[src/rtl/approx_mult_if.sv]
// Operand/result streaming bus for approx_mult_pipe: operand handshake in, product handshake out.
interface approx_mult_if #(
    parameter int unsigned W     = 8,
    parameter int unsigned CNT_W = 16
);
    logic             in_valid;
    logic             in_ready;
    logic [W-1:0]     x;
    logic [W-1:0]     y;
    logic             mode;
    logic             out_valid;
    logic             out_ready;
    logic [2*W-1:0]   z;
    logic             z_mode;
    logic [CNT_W-1:0] op_count;

    modport master (
        output in_valid, x, y, mode, out_ready,
        input  in_ready, out_valid, z, z_mode, op_count
    );

    modport slave (
        input  in_valid, x, y, mode, out_ready,
        output in_ready, out_valid, z, z_mode, op_count
    );
endinterface

[src/rtl/approx_mult_pipe.sv]
// Pipelined unsigned multiplier with per-operation exact/approximate mode; the approximate
// mode drops the low L multiplier rows and adds an OR-compressed column compensation term.
module approx_mult_pipe #(
    parameter int unsigned W      = 8,
    parameter int unsigned L      = 2,
    parameter int unsigned STAGES = 2,
    parameter int unsigned CNT_W  = 16
) (
    input  logic          clk,
    input  logic          rst,
    approx_mult_if.slave  bus
);
    localparam int unsigned ZW   = 2 * W;
    localparam int unsigned HW   = W - L;
    localparam int unsigned LAST = STAGES - 1;

    logic [HW-1:0]    w_x_hi;
    logic [ZW-1:0]    w_comp;
    logic [ZW-1:0]    w_exact;
    logic [ZW-1:0]    w_approx;
    logic [ZW-1:0]    w_z;
    logic             w_adv;

    logic             r_vld [STAGES];
    logic [ZW-1:0]    r_z   [STAGES];
    logic             r_md  [STAGES];
    logic [CNT_W-1:0] r_cnt;

    assign w_x_hi   = bus.x[W-1:L];
    assign w_exact  = ZW'(bus.x) * ZW'(bus.y);
    assign w_approx = ((ZW'(bus.y) * ZW'(w_x_hi)) << L) + w_comp;
    assign w_z      = bus.mode ? w_approx : w_exact;

    // Dropped rows: only columns W-1 and up survive, each collapsed to a single OR bit.
    always_comb begin
        w_comp = '0;
        for (int unsigned i = 0; i < L; i++) begin
            for (int unsigned j = 0; j < W; j++) begin
                if (i + j >= W - 1) begin
                    w_comp[i + j] = w_comp[i + j] | (bus.x[i] & bus.y[j]);
                end
            end
        end
    end

    // One global advance: the whole pipe moves whenever the output slot is free or draining.
    assign w_adv = bus.out_ready || !r_vld[LAST];

    always_ff @(posedge clk or posedge rst) begin
        if (rst) begin
            for (int unsigned s = 0; s < STAGES; s++) begin
                r_vld[s] <= 1'b0;
                r_z[s]   <= '0;
                r_md[s]  <= 1'b0;
            end
        end else if (w_adv) begin
            r_vld[0] <= bus.in_valid;
            r_z[0]   <= w_z;
            r_md[0]  <= bus.mode;
            for (int unsigned s = 1; s < STAGES; s++) begin
                r_vld[s] <= r_vld[s-1];
                r_z[s]   <= r_z[s-1];
                r_md[s]  <= r_md[s-1];
            end
        end
    end

    always_ff @(posedge clk or posedge rst) begin
        if (rst) begin
            r_cnt <= '0;
        end else if (r_vld[LAST] && bus.out_ready) begin
            r_cnt <= r_cnt + CNT_W'(1);
        end
    end

    assign bus.in_ready  = w_adv;
    assign bus.out_valid = r_vld[LAST];
    assign bus.z         = r_z[LAST];
    assign bus.z_mode    = r_md[LAST];
    assign bus.op_count  = r_cnt;
endmodule

[src/flat_wrapper.sv]
// flat-port wrapper written by rule: the top's interface ports become plain ports
module approx_mult_pipe_flat 
#(
    parameter int unsigned W      = 8,
    parameter int unsigned L      = 2,
    parameter int unsigned STAGES = 2,
    parameter int unsigned CNT_W  = 16
)
  (clk, rst, bus_in_valid, bus_x, bus_y, bus_mode, bus_out_ready, bus_in_ready, bus_out_valid, bus_z, bus_z_mode, bus_op_count);
  approx_mult_if #(.W(W), .CNT_W(CNT_W)) bus_i ();
  input  logic clk;
  input  logic rst;
  input wire logic [$bits(bus_i.in_valid)-1:0] bus_in_valid;
  input wire logic [$bits(bus_i.x)-1:0] bus_x;
  input wire logic [$bits(bus_i.y)-1:0] bus_y;
  input wire logic [$bits(bus_i.mode)-1:0] bus_mode;
  input wire logic [$bits(bus_i.out_ready)-1:0] bus_out_ready;
  output wire logic [$bits(bus_i.in_ready)-1:0] bus_in_ready;
  output wire logic [$bits(bus_i.out_valid)-1:0] bus_out_valid;
  output wire logic [$bits(bus_i.z)-1:0] bus_z;
  output wire logic [$bits(bus_i.z_mode)-1:0] bus_z_mode;
  output wire logic [$bits(bus_i.op_count)-1:0] bus_op_count;
  assign bus_i.in_valid = bus_in_valid;
  assign bus_i.x = bus_x;
  assign bus_i.y = bus_y;
  assign bus_i.mode = bus_mode;
  assign bus_i.out_ready = bus_out_ready;
  assign bus_in_ready = bus_i.in_ready;
  assign bus_out_valid = bus_i.out_valid;
  assign bus_z = bus_i.z;
  assign bus_z_mode = bus_i.z_mode;
  assign bus_op_count = bus_i.op_count;
  approx_mult_pipe #(.W(W), .L(L), .STAGES(STAGES), .CNT_W(CNT_W)) u_core (.clk(clk), .rst(rst), .bus(bus_i));
endmodule
[config.mk]
export PLATFORM = sky130hd
export DESIGN_NAME = approx_mult_pipe_flat
export DESIGN_NICKNAME = d
export VERILOG_FILES = /design/src/rtl/approx_mult_if.sv /design/src/rtl/approx_mult_pipe.sv /design/src/flat_wrapper.sv
export SDC_FILE = /design/constraint.sdc
export NUM_CORES = 1
export LEC_CHECK = 0
export CORE_AREA = 2 2 125 127
export CTS_BUF_LIST = sky130_fd_sc_hd__clkbuf_8 sky130_fd_sc_hd__clkbuf_16
export CTS_CLUSTER_DIAMETER = 200
export CTS_CLUSTER_SIZE = 25
export DETAILED_ROUTE_END_ITERATION = 8
export DIE_AREA = 0 0 127 129
export GPL_ROUTABILITY_DRIVEN = 0
export PLACE_DENSITY = 0.65
export SYNTH_ARGS = -nofsm -noshare
export SYNTH_HDL_FRONTEND = slang
export SYNTH_SLANG_ARGS = --single-unit
[constraint.sdc]
create_clock -name clk -period 2 [get_ports clk]
set_input_delay 0.4 -clock clk [delete_from_list [all_inputs] [get_ports clk]]
set_output_delay 0.4 -clock clk [all_outputs]
set_load 0.03 [all_outputs]
==> summary.txt <==
Synthesis
  – Commonest register cell after synthesis: dfrtp_1
  – Top-area cell type share of the netlist area: 22.1%
  – Adder-cell share of the synthesized area: 31.9%
  – Avg Inst Size Synth: 8.85 um^2
  – Synth warn: 0
  – Syn_nets: 802
  – Xor-xnor portion of the synthesized cell area: 5.22%
  – Post-synthesis simple-gate area fraction: 18.8%
  – Synth Area in Compound Gates: 10.2%
  – Synth Register Bits: 52
  – Synth Instances: 664
  – Register area share after synthesis: 22.1%
  – Synth area leaders: dfrtp_1, fa_1, ha_1
  – Syn Std Cell Area: 0.00588 mm^2
  – Main combinational cell family by area after synthesis: adder cells
  – Post-synth EDFFs: 0
  – Async set-reset flop share out of synthesis: 100%
  – Synth cell types: 63
  – Yosys top cell by area: dfrtp_1
  – Mux contribution to synthesized area: 0.894%

Timing
  – Setup TNS Final: -20.33 ns
  – Final period util: 201%
  – Max-slew violation count: 0
  – Final setup viols: 13
  – Min Tclk post-route: 4.02 ns
  – Setup ws final: -2.02 ns
  – Max Freq: 249 MHz
  – Slew margin rel.: 71.9%
  – Worst Max-Slew Pin Slew: 0.419 ns
  – Skew final: 0.00357 ns
  – Hold Violations, Final: 0
  – RSZ-0062 raised after global routing: true

Clock tree
  – Hold Buf Count CTS: 0
  – CTS clk-pin slew, worst paths: 0.06 ns
  – CTS sink cnt: 52
  – CTS tree: built
  – Root buf cell: clkbuf_16
  – Clk_lat worst skew: 0.28 ns
  – Clock buffer count from CTS: 5
  – CTS Buffer Depth: 2
  – Clock H-tree levels: 2

Route
  – Post-route ant nets: 0
  – Final Routed Wirelength: 14,200 um
  – DR DRC count: 0
  – Initial DRC count: 174
  – Wire per inst: 14.0 um
  – Avg Vias per Cell: 4.88
  – TritonRoute pass-1 iters: 4
  – Via count: 4,942

Finish
  – Most frequent cells in the layout: buf_4, nand2_1, inv_1, dfrtp_1, fa_1
  – Multi-input gate area: 0.00460 mm^2
  – Fin util: 56.2%
  – Register area: 0.00130 mm^2
  – Nets: 962
  – N_diodes: 0
  – Fillers: 1,283
  – Layout area overhead: 43.1%
  – Most common cell after layout, fill and taps aside: buf_4
  – Share of cells above drive strength 1: 35.3%

Floorplanning
  – FP Rows: 45
  – Num ports: 56
  – Chip Width: 127 um
  – Die ar.: 0.0164 mm^2
  – Die Y: 129 um
  – Starting Density: 39.2%
  – Core area: 0.0150 mm^2

Critical path
  – Arr. time, crit path: 4.21 ns
  – Worst Setup Start Kind: input pin
  – Crit end category: flop
  – CP Max Fanout: 5
  – WP data required: 2.19 ns
  – Setup CP Type: in2reg

GRT
  – Total track usage: 17.9%
  – Initial antenna violation count: 0
  – Vias in the first global route: 5,252
  – Largest net degree at the start of global routing: 34
  – First-pass GRT wire length: 24,400 um
  – Grt ovf: 0

Flow run
  – Max-cap viol count: 0

Worst hold path
  – Hold Path Class: in2async

Pwr
  – VDD IR-drop max: 591 uV
  – Leakage power: 4.12 nW
  – Power Dens Cells: 1100 mW/mm^2

Placement
  – I/O Buffers: 55
  – DP Wirelength: 11,700 um

Status
  – Status: finished, violations left
  – Failing checks: setup timing
[sequential cells by signal, indices dropped and copies added (netlist names)]
register	count
u_core.r_md	1
u_core.bus.op_count	16
u_core.r_vld	1
u_core.bus.out_valid	1
u_core.r_z	16
u_core.bus.z_mode	1
u_core.bus.z	16
[kinds of logic (layout without fill, tap and decap cells)]
logic type	after synthesis	after routing
AO/OA/AOI/OAI	87	87
XOR/XNOR	35	35
adder cells (fa/ha/maj)	117	117
buffers and inverters	149	310
flip-flops	52	52
multiplexers	5	5
AND/OR/NAND/NOR	219	219
[per-layer routing]
| metal | global-route usage [%] | share of wire (%) |
|---|---|---|
| met4 | 4.01 | 1.3 |
| met5 | 0 | 0 |
| met1 | 23.6 | 46 |
| met2 | 32.6 | 50 |
| met3 | 1.04 | 2.0 |
[metrics by stage]
stage | setup slack, ns | hold slack [ns] | instances | area, um^2 | total power, mW
finish | -2.02 | 0.468 | 1013 | 8410 | 9.29
global route | -2.13 | 0.482 | 1013 | 8410 | 10.0
CTS | -2.12 | 0.470 | 1005 | 8180 | 8.87
detailed placement | -2.98 | 0.454 | 987 | 7560 | 7.33
global placement | -2.85 | 0.443 | 987 | 7560 | 7.19
floorplan | -2.13 | 0.430 | 664 | 6170 | 5.44
[critical path, cell delays in order]
cell and delay [ns]:
buf_8 0.11, and2_4 0.16, fa_1 0.51, inv_2 0.04, fa_1 0.47, fa_1 0.51, inv_2 0.04, ha_4 0.30
xnor2_2 0.12, ha_2 0.20, inv_2 0.05, fa_2 0.35, or3_4 0.38, nand4b_4 0.17, xor2_1 0.17, a311oi_1 0.21
[synthesized netlist by cell type, drive strengths merged, types with 3 or more instances]
library cell / number
ha: 62
a21oi: 21
a31oi: 5
clkbuf: 13
inv: 116
nor2b: 6
a21o: 6
xor2: 11
xnor2: 24
nand3: 9
mux2i: 3
a211oi: 5
o21ai: 16
o211ai: 6
and2: 43
nor2: 19
nand2b: 5
nand2: 100
or3: 4
and3: 3
buf: 20
nor3: 12
o21a: 6
dfrtp: 52
nand4: 4
fa: 55
[path summary, 6_finish.rpt]
| path | start | endpoint | slack, ns | cells past startpoint |
|---|---|---|---|---|
| max | bus_y[4] | u_core.r_z[31] | -2.02 | 16 |
| min | rst | u_core.bus.z[1] | 0.47 | 3 |
| max reg2reg | u_core.bus.op_count[0] | u_core.bus.op_count[10] | 0.58 | 6 |
| min reg2reg | u_core.r_z[27] | u_core.bus.z[11] | 0.47 | 2 |
| max in group asynchronous | rst | u_core.bus.op_count[5] | 1.16 | 3 |
| min in group clk | u_core.r_z[27] | u_core.bus.z[11] | 0.47 | 2 |
[report_power, final]
part	leakage [nW]	total (mW)	switching [mW]	internal (mW)
sequential	0.648	1.59	0.223	1.37
combinational	3.39	6.77	3.29	3.48
clock	0.0850	0.935	0.352	0.583
[layout make-up]
cell class              instances  area share (%)
multi-input cells             463            54.7
repair buffers                186            19.9
flip-flops and latches         52            15.5
inverters                     116            5.21
well taps                     188            2.80
clock buffers                   5            1.49
clock inverters                 3           0.461
[what timing repair did]
| action | in CTS | in global routing |
|---|---|---|
| setup endpoints to repair | 14 | 13 |
| pin swaps | 70 | 41 |
| cloned | 0 | 0 |
| buffers inserted | 12 | 8 |
| resized for setup | 184 | 38 |
Power figures use the tool's default switching activity.
